File: src/rtl/ccc_cfg_pkg.sv
// ccc_cfg_pkg
//   Shared types and constants for the CCC dynamic-configuration sequencer.
//   Holds the sequencer state enum, the default width of the CCC
//   dynamic-configuration shift register, and the LSB/width of each field in
//   the configuration word so fabric requesters can assemble words by name.
package ccc_cfg_pkg;

  typedef enum logic [2:0] {
    ST_IDLE,
    ST_SHIFT,
    ST_UPDATE,
    ST_WAIT_LOCK,
    ST_DONE,
    ST_ERROR
  } ccc_state_e;

  localparam int CCC_CFG_WIDTH = 81;

  // Field positions inside the configuration word (bit 0 is shifted first).
  localparam int FINDIV_LSB  = 0;   localparam int FINDIV_W  = 7;
  localparam int FBDIV_LSB   = 7;   localparam int FBDIV_W   = 7;
  localparam int OADIV_LSB   = 14;  localparam int OADIV_W   = 5;
  localparam int OBDIV_LSB   = 19;  localparam int OBDIV_W   = 5;
  localparam int OCDIV_LSB   = 24;  localparam int OCDIV_W   = 5;
  localparam int OAMUX_LSB   = 29;  localparam int OAMUX_W   = 3;
  localparam int OBMUX_LSB   = 32;  localparam int OBMUX_W   = 3;
  localparam int OCMUX_LSB   = 35;  localparam int OCMUX_W   = 3;
  localparam int FBSEL_LSB   = 38;  localparam int FBSEL_W   = 2;
  localparam int XDLYSEL_LSB = 45;  localparam int XDLYSEL_W = 1;

endpackage

File: src/rtl/ccc_sclk_gen.sv
// ccc_sclk_gen
//   SCLK prescaler for the CCC serial configuration port.
//   SCLK starts low when enabled and toggles every SCLK_DIV cycles.
//   rise_stb / fall_stb are high in the cycle before SCLK goes high / low,
//   so the controller can act on the same clock edge that moves SCLK.
// Ports
//   clk_sys   in   fabric clock
//   rst_b     in   asynchronous active-low reset
//   en        in   run the prescaler; when low SCLK is held low and reloaded
//   sclk      out  registered SCLK level
//   rise_stb  out  SCLK rises on the next edge
//   fall_stb  out  SCLK falls on the next edge
module ccc_sclk_gen #(
  parameter int SCLK_DIV = 4
) (
  input  logic clk_sys,
  input  logic rst_b,
  input  logic en,
  output logic sclk,
  output logic rise_stb,
  output logic fall_stb
);

  localparam int CNT_W = (SCLK_DIV > 1) ? $clog2(SCLK_DIV) : 1;
  localparam logic [CNT_W-1:0] CNT_LOAD = CNT_W'(SCLK_DIV - 1);

  logic [CNT_W-1:0] cnt_q;
  logic             half_end;

  assign half_end = en && (cnt_q == '0);
  assign rise_stb = half_end && !sclk;
  assign fall_stb = half_end && sclk;

  always_ff @(posedge clk_sys or negedge rst_b) begin
    if (!rst_b) begin
      cnt_q <= CNT_LOAD;
      sclk  <= 1'b0;
    end else if (!en) begin
      cnt_q <= CNT_LOAD;
      sclk  <= 1'b0;
    end else if (half_end) begin
      cnt_q <= CNT_LOAD;
      sclk  <= ~sclk;
    end else begin
      cnt_q <= cnt_q - 1'b1;
    end
  end

endmodule

File: src/rtl/ccc_dyncfg_ctrl.sv
// ccc_dyncfg_ctrl
//   Dynamic-reconfiguration sequencer for the MSS CCC/PLL. Accepts a config
//   word over CFG_REQ/CFG_ACK, shifts it LSB first into the CCC, strobes
//   SUPDATE, then waits for PLL lock with a timeout and afterwards watches
//   for loss of lock.
// Ports
//   FAB_CLK, M2F_RESET_N          clock, async active-low reset
//   CFG_REQ, CFG_WORD, CFG_ACK    request handshake and word
//   CFG_BUSY, CFG_DONE, CFG_ERR   status (busy level, done pulse, sticky timeout)
//   PLL_LOCK                      asynchronous lock from the CCC
//   CCC_MODE, CCC_SCLK, CCC_SDIN, CCC_SSHIFT, CCC_SUPDATE   CCC config pins
//   LOCK_OK, LOCK_LOST            lock status after a successful reconfiguration
//
// state      | meaning
// -----------+------------------------------------------------------
// IDLE       | waiting for CFG_REQ; lock monitored if last run succeeded
// SHIFT      | serialising the word, SSHIFT high
// UPDATE     | SUPDATE high for 2*SCLK_DIV cycles
// WAIT_LOCK  | waiting for synchronised lock, timeout counting down
// DONE       | one cycle, lock achieved
// ERROR      | one cycle, lock timeout
module ccc_dyncfg_ctrl
  import ccc_cfg_pkg::*;
#(
  parameter int CFG_WIDTH    = CCC_CFG_WIDTH,
  parameter int SCLK_DIV     = 4,
  parameter int LOCK_TIMEOUT = 65535
) (
  input  logic                 FAB_CLK,
  input  logic                 M2F_RESET_N,
  input  logic                 CFG_REQ,
  input  logic [CFG_WIDTH-1:0] CFG_WORD,
  output logic                 CFG_ACK,
  output logic                 CFG_BUSY,
  output logic                 CFG_DONE,
  output logic                 CFG_ERR,
  input  logic                 PLL_LOCK,
  output logic                 CCC_MODE,
  output logic                 CCC_SCLK,
  output logic                 CCC_SDIN,
  output logic                 CCC_SSHIFT,
  output logic                 CCC_SUPDATE,
  output logic                 LOCK_OK,
  output logic                 LOCK_LOST
);

  localparam int BIT_W   = $clog2(CFG_WIDTH + 1);
  localparam int TMR_MAX = (LOCK_TIMEOUT > 2 * SCLK_DIV) ? LOCK_TIMEOUT : 2 * SCLK_DIV;
  localparam int TMR_W   = $clog2(TMR_MAX + 1);
  localparam logic [BIT_W-1:0] BIT_LAST = BIT_W'(CFG_WIDTH);
  localparam logic [TMR_W-1:0] UPD_LOAD = TMR_W'(2 * SCLK_DIV - 1);
  localparam logic [TMR_W-1:0] TMO_LOAD = TMR_W'(LOCK_TIMEOUT);
  localparam logic [TMR_W-1:0] TMR_ONE  = TMR_W'(1);

  ccc_state_e           state_q, state_n;
  logic [CFG_WIDTH-1:0] shift_q, shift_n;
  logic [BIT_W-1:0]     bit_q, bit_n;
  logic [TMR_W-1:0]     tmr_q, tmr_n;
  logic                 lock_valid_q, lock_valid_n;
  logic                 lock_meta, lock_s;
  logic                 accept, busy_n, err_n, mode_n, lost_n, lock_ok_n;
  logic                 sclk_rise, sclk_fall;

  ccc_sclk_gen #(.SCLK_DIV(SCLK_DIV)) u_sclk_gen (
    .clk_sys  (FAB_CLK),
    .rst_b    (M2F_RESET_N),
    .en       (state_q == ST_SHIFT),
    .sclk     (CCC_SCLK),
    .rise_stb (sclk_rise),
    .fall_stb (sclk_fall)
  );

  // Bit 0 of the shift register is the SDIN flop; it moves on SCLK falls.
  assign CCC_SDIN = shift_q[0];

  always_ff @(posedge FAB_CLK or negedge M2F_RESET_N) begin
    if (!M2F_RESET_N) begin
      lock_meta <= 1'b0;
      lock_s    <= 1'b0;
    end else begin
      lock_meta <= PLL_LOCK;
      lock_s    <= lock_meta;
    end
  end

  always_comb begin
    state_n      = state_q;
    shift_n      = shift_q;
    bit_n        = bit_q;
    tmr_n        = tmr_q;
    lock_valid_n = lock_valid_q;
    err_n        = CFG_ERR;
    mode_n       = CCC_MODE;
    lost_n       = LOCK_LOST;
    accept       = 1'b0;
    case (state_q)
      ST_IDLE: begin
        if (CFG_REQ) begin
          accept       = 1'b1;
          state_n      = ST_SHIFT;
          shift_n      = CFG_WORD;
          bit_n        = '0;
          err_n        = 1'b0;
          lost_n       = 1'b0;
          lock_valid_n = 1'b0;
          mode_n       = 1'b1;
        end
      end
      ST_SHIFT: begin
        // Rises are counted; the fall after the last rise ends the shift.
        if (sclk_rise) bit_n = bit_q + 1'b1;
        if (sclk_fall) begin
          shift_n = shift_q >> 1;
          if (bit_q == BIT_LAST) begin
            state_n = ST_UPDATE;
            tmr_n   = UPD_LOAD;
          end
        end
      end
      ST_UPDATE: begin
        if (tmr_q == '0) begin
          state_n = ST_WAIT_LOCK;
          tmr_n   = TMO_LOAD;
        end else begin
          tmr_n = tmr_q - 1'b1;
        end
      end
      ST_WAIT_LOCK: begin
        tmr_n = tmr_q - 1'b1;
        if (lock_s) begin
          state_n = ST_DONE;
        end else if (tmr_q == TMR_ONE) begin
          state_n = ST_ERROR;
          err_n   = 1'b1;
        end
      end
      ST_DONE: begin
        lock_valid_n = 1'b1;
        state_n      = ST_IDLE;
      end
      ST_ERROR: begin
        lock_valid_n = 1'b0;
        state_n      = ST_IDLE;
      end
      default: state_n = ST_IDLE;
    endcase
    if (lock_valid_q && !lock_s && !accept) lost_n = 1'b1;
    lock_ok_n = (state_q == ST_IDLE) && !accept && lock_valid_q && lock_s;
    busy_n    = (state_n == ST_SHIFT) || (state_n == ST_UPDATE) || (state_n == ST_WAIT_LOCK);
  end

  always_ff @(posedge FAB_CLK or negedge M2F_RESET_N) begin
    if (!M2F_RESET_N) begin
      state_q      <= ST_IDLE;
      shift_q      <= '0;
      bit_q        <= '0;
      tmr_q        <= '0;
      lock_valid_q <= 1'b0;
      CFG_ACK      <= 1'b0;
      CFG_BUSY     <= 1'b0;
      CFG_DONE     <= 1'b0;
      CFG_ERR      <= 1'b0;
      CCC_MODE     <= 1'b0;
      CCC_SSHIFT   <= 1'b0;
      CCC_SUPDATE  <= 1'b0;
      LOCK_OK      <= 1'b0;
      LOCK_LOST    <= 1'b0;
    end else begin
      state_q      <= state_n;
      shift_q      <= shift_n;
      bit_q        <= bit_n;
      tmr_q        <= tmr_n;
      lock_valid_q <= lock_valid_n;
      CFG_ACK      <= accept;
      CFG_BUSY     <= busy_n;
      CFG_DONE     <= (state_n == ST_DONE);
      CFG_ERR      <= err_n;
      CCC_MODE     <= mode_n;
      CCC_SSHIFT   <= (state_n == ST_SHIFT);
      CCC_SUPDATE  <= (state_n == ST_UPDATE);
      LOCK_OK      <= lock_ok_n;
      LOCK_LOST    <= lost_n;
    end
  end

endmodule
File: config.mk
export PLATFORM = sky130hd
export DESIGN_NAME = ccc_dyncfg_ctrl
export DESIGN_NICKNAME = d
export VERILOG_FILES = /design/src/rtl/ccc_cfg_pkg.sv /design/src/rtl/ccc_sclk_gen.sv /design/src/rtl/ccc_dyncfg_ctrl.sv
export SDC_FILE = /design/constraint.sdc
export NUM_CORES = 1
export LEC_CHECK = 0
export CELL_PAD_IN_SITES_DETAIL_PLACEMENT = 1
export CELL_PAD_IN_SITES_GLOBAL_PLACEMENT = 2
export CORE_MARGIN = 2
export CORE_UTILIZATION = 30
export CTS_CLUSTER_SIZE = 25
export DETAILED_ROUTE_END_ITERATION = 10
export PLACE_DENSITY = 0.77
export SKIP_LAST_GASP = 1
export SYNTH_ARGS = -nofsm -noshare
export SYNTH_HDL_FRONTEND = slang
export SYNTH_SLANG_ARGS = --single-unit
export TNS_END_PERCENT = 1
File: constraint.sdc
create_clock -name FAB_CLK -period 3 [get_ports FAB_CLK]
set_clock_uncertainty 0.1 [all_clocks]
set_input_delay 0.6 -clock FAB_CLK [delete_from_list [all_inputs] [get_ports FAB_CLK]]
set_output_delay 0.6 -clock FAB_CLK [all_outputs]
set_load 0.005 [all_outputs]
==> results of run 1 <==
## placed cells by master (no fill, tap or decap), drive strengths merged, types with 4 or more instances in the layout
cell	instances
a21oi	8
a22o	4
a31oi	82
buf	10
clkbuf	27
clkdlybuf4s50	94
dfrtp	120
ha	6
inv	10
nand2	182
nand3	9
nor2	100
nor3	10
o21ai	19
or3	5
or4	4
## power groups by stage
stage / registers [mW] / clock network (mW) / logic [mW]
after floorplan: 2.68 / 0 / 2.14
after global placement: 2.77 / 0 / 2.83
after detailed placement: 2.81 / 0 / 2.96
after CTS: 2.79 / 1.91 / 2.97
after global routing: 2.88 / 1.98 / 3.37
final: 2.78 / 1.86 / 2.91
## final cells by class
type,instances,share of cell area
flip-flops and latches,122,0.4150
clock buffers,27,0.07104
clock inverters,2,0.001360
well taps,234,0.03977
repair buffers,104,0.1465
inverters,10,0.005099
multi-input cells,473,0.3212
## worst max path at each step
stage,start,to,cells after the start
finish,state_q[2],tmr_q[9],5
CTS,state_q[2],tmr_q[12],5
global placement,state_q[2],tmr_q[12],5
detailed placement,state_q[2],tmr_q[12],5
floorplan,tmr_q[9],tmr_q[15],5
global route,state_q[2],tmr_q[9],5
## metrics by stage
| stage | utilization | instance area (um2) | hold slack [ps] | cells |
|---|---|---|---|---|
| 3_3_place_gp | 0.3688 | 6829 | 238.7 | 943 |
| 4_1_cts | 0.3976 | 7362 | 185.4 | 972 |
| 5_1_grt | 0.3976 | 7362 | 223.7 | 972 |
| 2_1_floorplan | - | 5619 | 204.4 | 650 |
| 3_5_place_dp | 0.3688 | 6829 | 242.6 | 943 |
| 6_report | 0.3976 | 7362 | 151.2 | 972 |
## metal layers
| layer | global-route usage | wire length (um) |
|---|---|---|
| met1 | 0.2077 | 7087 |
| met2 | 0.2614 | 7285 |
| met3 | 0.03159 | 508 |
| met4 | 0.05632 | 196 |
| met5 | 0 | 0 |
## kinds of logic after synthesis
family | after synthesis | share of synthesized area
AOI/OAI and AO/OA | 129 | 0.1454
xor gates and xnor gates | 6 | 0.009354
adders and majority gates | 6 | 0.01336
buffers and inverters | 55 | 0.03986
DFF | 122 | 0.5438
and+or+nand+nor | 332 | 0.2483
## sequential cells by signal, indices dropped and copies added (netlist names), 2 cells and up
| register | count |
|---|---|
| tmr_q | 16 |
| state_q | 3 |
| bit_q | 7 |
| shift_q | 81 |
| u_sclk_gen.cnt_q | 2 |
## worst max-delay path: cells and delay by family (launching register included)
family	cells	cell delay, ps
compound gates	2	420
simple gates	3	1390
flops	1	490
==> impl_metrics.tcl, run 1 <==
set metrics [dict create \
    grt_first_pass_wirelength_um 25230 \
    clkPwrFrac 0.246 \
    die_h_um 140.9 \
    ios 96 \
    synth_top_cells_by_area "dfrtp_1, nand2_1, a31oi_1" \
    layout.nets 819 \
    clock_sinks 122 \
    grt_usage 0.1582 \
    cts_tree "yes" \
    cp.required_ps 3170 \
    grt_max_degree 97 \
    ir_worst_vdd_mv 0.4565 \
    place_congestion 0.7968 \
    drt_iter0_drc 334 \
    htreeDepth 4 \
    cp_cell_sequence "or3b_4 -> nor4_1 -> nor2_1 -> o21ai_0 -> o21ai_0" \
    ff2ff_setup_slack_ps 460 \
    seq_area_um2 3055 \
    p_leak_nw 3.197 \
    relSlewSlack 0.4353 \
    clock_path_buffers 2 \
    crit_type "register to register" \
    antenna_found_initial 0 \
    worst_pin_slew_ps 847.0 \
    slowest_delay_ps 660 \
    diodes 0 \
    r2r_cells 5 \
    fill_cells 2158 \
    synth_top_area_cell "dfrtp_1" \
    routed_via_density 5.026 \
    pre_cts_slack_ps 474.6 \
    reg2reg_from "state_q[2]" \
    port_buffers 95 \
    numCtsBuffers 17 \
    power.internal_mw 4.677 \
    drive_gt1_frac 0.07046 \
    synth_top_area_share 0.5344 \
    post_cts_resize_count 0 \
    syn_to_final_growth_pct 31.02 \
    final_hold_viol_count 0 \
    p_sw_frac 0.3804 \
    clkTransAtPathRegs_ps 50 \
    fmax_mhz 394.4 \
    ys_top_cells_by_count "nand2_1, dfrtp_1, nor2_1, a31oi_1, clkbuf_1" \
    rsz0062_at_grt "no" \
    vias 4885 \
    p_seq_frac 0.369 \
    start_util 0.3034 \
    drtAntennaViolNets 0 \
    power_density_nw_per_um2 1025 \
    p_switching_mw 2.871 \
    status "finished clean" \
    synth_edf_count 0 \
    synth_fp_nets 741 \
    final.setup.tns_ps 0 \
    maxCapViolCount 0 \
    setup_viol 0 \
    ys_types 46 \
    r2r_end "tmr_q[9]" \
    remaining_drc_errors 0 \
    synthesis.area_um2 5619 \
    cp_max_fo 9 \
    drt-total-wl_um 15080 \
    async_reset_ff_frac 1.000 \
    multi_input_area_um2 2365 \
    first_pass_iters 4 \
    grt_pass1_vias 5079 \
    yosys_warnings 0 \
    critPathSlowestCell "nor4_1" \
    p_comb_frac 0.385 \
    routedWlPerCell_um 15.51 \
    core-area_um2 18520 \
    p_total_mw 7.548 \
    syn_inst 650 \
    critical_path_arrival_ps 2710 \
    placementRows 50 \
    ys_seq_area_frac 0.5438 \
    cp-start-kind "register" \
    dieArea_um2 19840 \
    postCtsSetupBuffers 0 \
    grt_overflow 0 \
    period_needed_ps 2536 \
    synth-seq-cells 122 \
    layout_setup_ws_ps 464.5 \
    worstHoldPathType "input port to asynchronous set/reset pin" \
    die_w_um 140.9 \
    ctsHoldBuffers 0 \
    dp_hpwl_um 10250 \
    slew_violations 0 \
    critPathMostFrequentCell "o21ai_0" \
    clock_latency_ps 410 \
    avgSynthCellArea_um2 8.645 \
    ys.flop_type "dfrtp_1" \
    root_buffer "clkbuf_16" \
    fin_crit_sh 0.8452 \
    synth.most_common_cell "nand2_1" \
    cp-end-kind "register" \
]
No activity file was read; power rests on OpenSTA's default activity.
==> run 2: changes to the inputs <==
==> constraint.sdc (replaced) <==
create_clock -name FAB_CLK -period 2.4 [get_ports FAB_CLK]
set_clock_uncertainty 0.1 [all_clocks]
set_input_delay 0.48 -clock FAB_CLK [delete_from_list [all_inputs] [get_ports FAB_CLK]]
set_output_delay 0.48 -clock FAB_CLK [all_outputs]
set_load 0.005 [all_outputs]
==> run 2 against run 1 <==
Compared with the run above: hold slack worse by 160 ps; cell count grew 2.2%; critical path type unchanged; first-iteration DRC count is 18% lower; critical path depth unchanged; global-route usage grew 0.58 points; the run now ends with hold timing left; clock power up 34%; largest cell class unchanged; worst setup slack worse by 340 ps; non-clock buffer count up 18; die area did not move.
==> impl_metrics.tcl, run 2 (synthesis gave the netlist of run 1 again) <==
set metrics [dict create \
    status "finished, violations left" \
    violations "hold timing" \
    layout_commonest_cell "nand2_1" \
    drtAntennaViolNets 0 \
    core-area_um2 18520 \
    p_seq_frac 0.348 \
    clock_path_buffers 2 \
    port_buffers 95 \
    placed_cell_area_um2 7002 \
    cp-endpoint "tmr_q[15]" \
    start_util 0.3034 \
    fill_cells 2147 \
    cts_tree "yes" \
    grt_pass1_vias 5326 \
    slew_violations 0 \
    worst_pin_slew_ps 883.9 \
    remaining_drc_errors 0 \
    drt-total-wl_um 15510 \
    place_inst 961 \
    p_leak_nw 3.323 \
    routedWlPerCell_um 15.62 \
    die_h_um 140.9 \
    relSlewSlack 0.4107 \
    largest_register_ffs 81 \
    ctsHoldBuffers 0 \
    r2r_end "tmr_q[15]" \
    fin_cells 993 \
    clock_sinks 122 \
    grt_overflow 0 \
    htreeDepth 4 \
    power.internal_mw 6.170 \
    grt_usage 0.1640 \
    period_needed_ps 2272 \
    p_total_mw 9.929 \
    die_w_um 140.9 \
    largestRegisters "shift_q: 81 flops, tmr_q: 16 flops, bit_q: 7 flops" \
    antenna_found_initial 0 \
    fmax_mhz 440.2 \
    first_pass_iters 4 \
    rsz0062_at_grt "no" \
    final.setup.tns_ps 0 \
    multi_input_area_um2 2376 \
    diodes 0 \
    power_density_nw_per_um2 1308 \
    crit_type "register to register" \
    ff2ff_setup_slack_ps 130 \
    worstHoldPathType "input port to asynchronous set/reset pin" \
    whs_ps -4.244 \
    fin_crit_sh 0.9465 \
    cp-start-kind "register" \
    dp_hpwl_um 10540 \
    vias 5025 \
    dieArea_um2 19840 \
    cp_max_fo 5 \
    critical_path_arrival_ps 2470 \
    drt_iter0_drc 274 \
    setup_viol 0 \
    final_cell_mix "nand2_1, dfrtp_1, nor2_1, clkdlybuf4s50_1, a31oi_1" \
    numCtsBuffers 17 \
    grt_first_pass_wirelength_um 26130 \
    routed_via_density 5.060 \
    grt_max_degree 83 \
    p_switching_mw 3.760 \
    root_buffer "clkbuf_16" \
    clkPwrFrac 0.252 \
    ir_worst_vdd_mv 0.6361 \
    layout.nets 837 \
    ios 96 \
    final_hold_viol_count 7 \
    worstSetupStartpoint "tmr_q[10]" \
    final_area_um2 7591 \
    seq_area_um2 3055 \
    syn_to_final_growth_pct 35.09 \
    cp-end-kind "register" \
    clkTransAtPathRegs_ps 60 \
    maxCapViolCount 0 \
    placementRows 50 \
    place_congestion 0.7645 \
    p_sw_frac 0.3786 \
    reg2reg_from "tmr_q[10]" \
    p_comb_frac 0.399 \
    top_register "shift_q" \
    r2r_cells 5 \
    clock_latency_ps 420 \
    cp.required_ps 2600 \
    drive_gt1_frac 0.1001 \
]
## run 2: worst min-delay path by stage
stage,end,cells past startpoint
3_5_place_dp,lock_s,0
3_3_place_gp,lock_s,0
6_report,CFG_BUSY,1
4_1_cts,LOCK_OK,1
2_1_floorplan,CCC_MODE,0
5_1_grt,lock_valid_q,1
## run 2: per-stage QoR
stage	setup WS, ps	utilization	hold slack [ps]
final	128.4	0.4099	-4.244
after global routing	14.22	0.4099	40.74
after CTS	36.87	0.4093	16.19
after detailed placement	57.37	0.3781	238.1
after global placement	149.9	0.3781	241.3
after floorplan	178.8	-	84.41
## run 2: worst max-delay path, cell delays in order (launching register included)
cell and delay, ps:
dfrtp_1 420, or4_4 550, or3_1 390, or4_4 510, nand3_2 90, o211ai_2 80
## run 2: area by class of cell
type	instances	share of cell area
inverters	10	0.004945
multi-input cells	473	0.3130
clock buffers	25	0.06791
repair buffers	122	0.1648
flip-flops and latches	122	0.4025
clock inverters	7	0.008241
well taps	234	0.03857
## run 2: metal layers
| layer | part of all wire | wire [um] | global-route usage | vias to the layer above |
|---|---|---|---|---|
| met1 | 0.47 | 7257 | 0.2089 | 2521 |
| met4 | 0.017 | 258 | 0.06105 | 0 |
| met2 | 0.49 | 7558 | 0.2780 | 79 |
| met3 | 0.028 | 433 | 0.03159 | 19 |
| li1 | - | - | - | 2406 |
| met5 | 0 | 0 | 0 | - |
## run 2: power groups by stage
stage	Combinational (mW)	Clock [mW]	Sequential (mW)
after floorplan	2.67	0	3.35
after global placement	3.81	0	3.44
after detailed placement	4.00	0	3.48
after CTS	4.01	2.55	3.46
after global routing	4.56	2.64	3.59
final	3.97	2.50	3.46
## run 2: timing repair
action / CTS / global route
hold endpoints to repair: 0 / 0
endpoints found under the setup margin: 0 / 1
buffers inserted: 0 / 0
resized for setup: 0 / 2
==> run 3: changes to the inputs <==
--- a/config.mk
+++ b/config.mk
@@ -5,12 +5,14 @@
 export SDC_FILE = /design/constraint.sdc
 export NUM_CORES = 1
 export LEC_CHECK = 0
+export ABC_CLOCK_PERIOD_IN_PS = 2400
 export CELL_PAD_IN_SITES_DETAIL_PLACEMENT = 1
 export CELL_PAD_IN_SITES_GLOBAL_PLACEMENT = 2
 export CORE_MARGIN = 2
 export CORE_UTILIZATION = 30
 export CTS_CLUSTER_SIZE = 25
 export DETAILED_ROUTE_END_ITERATION = 10
+export GPL_ROUTABILITY_DRIVEN = 0
 export PLACE_DENSITY = 0.77
 export SKIP_LAST_GASP = 1
 export SYNTH_ARGS = -nofsm -noshare
==> results of run 3 <==
Same layout as run 2: the final DEF is identical, and so are final timing and power.
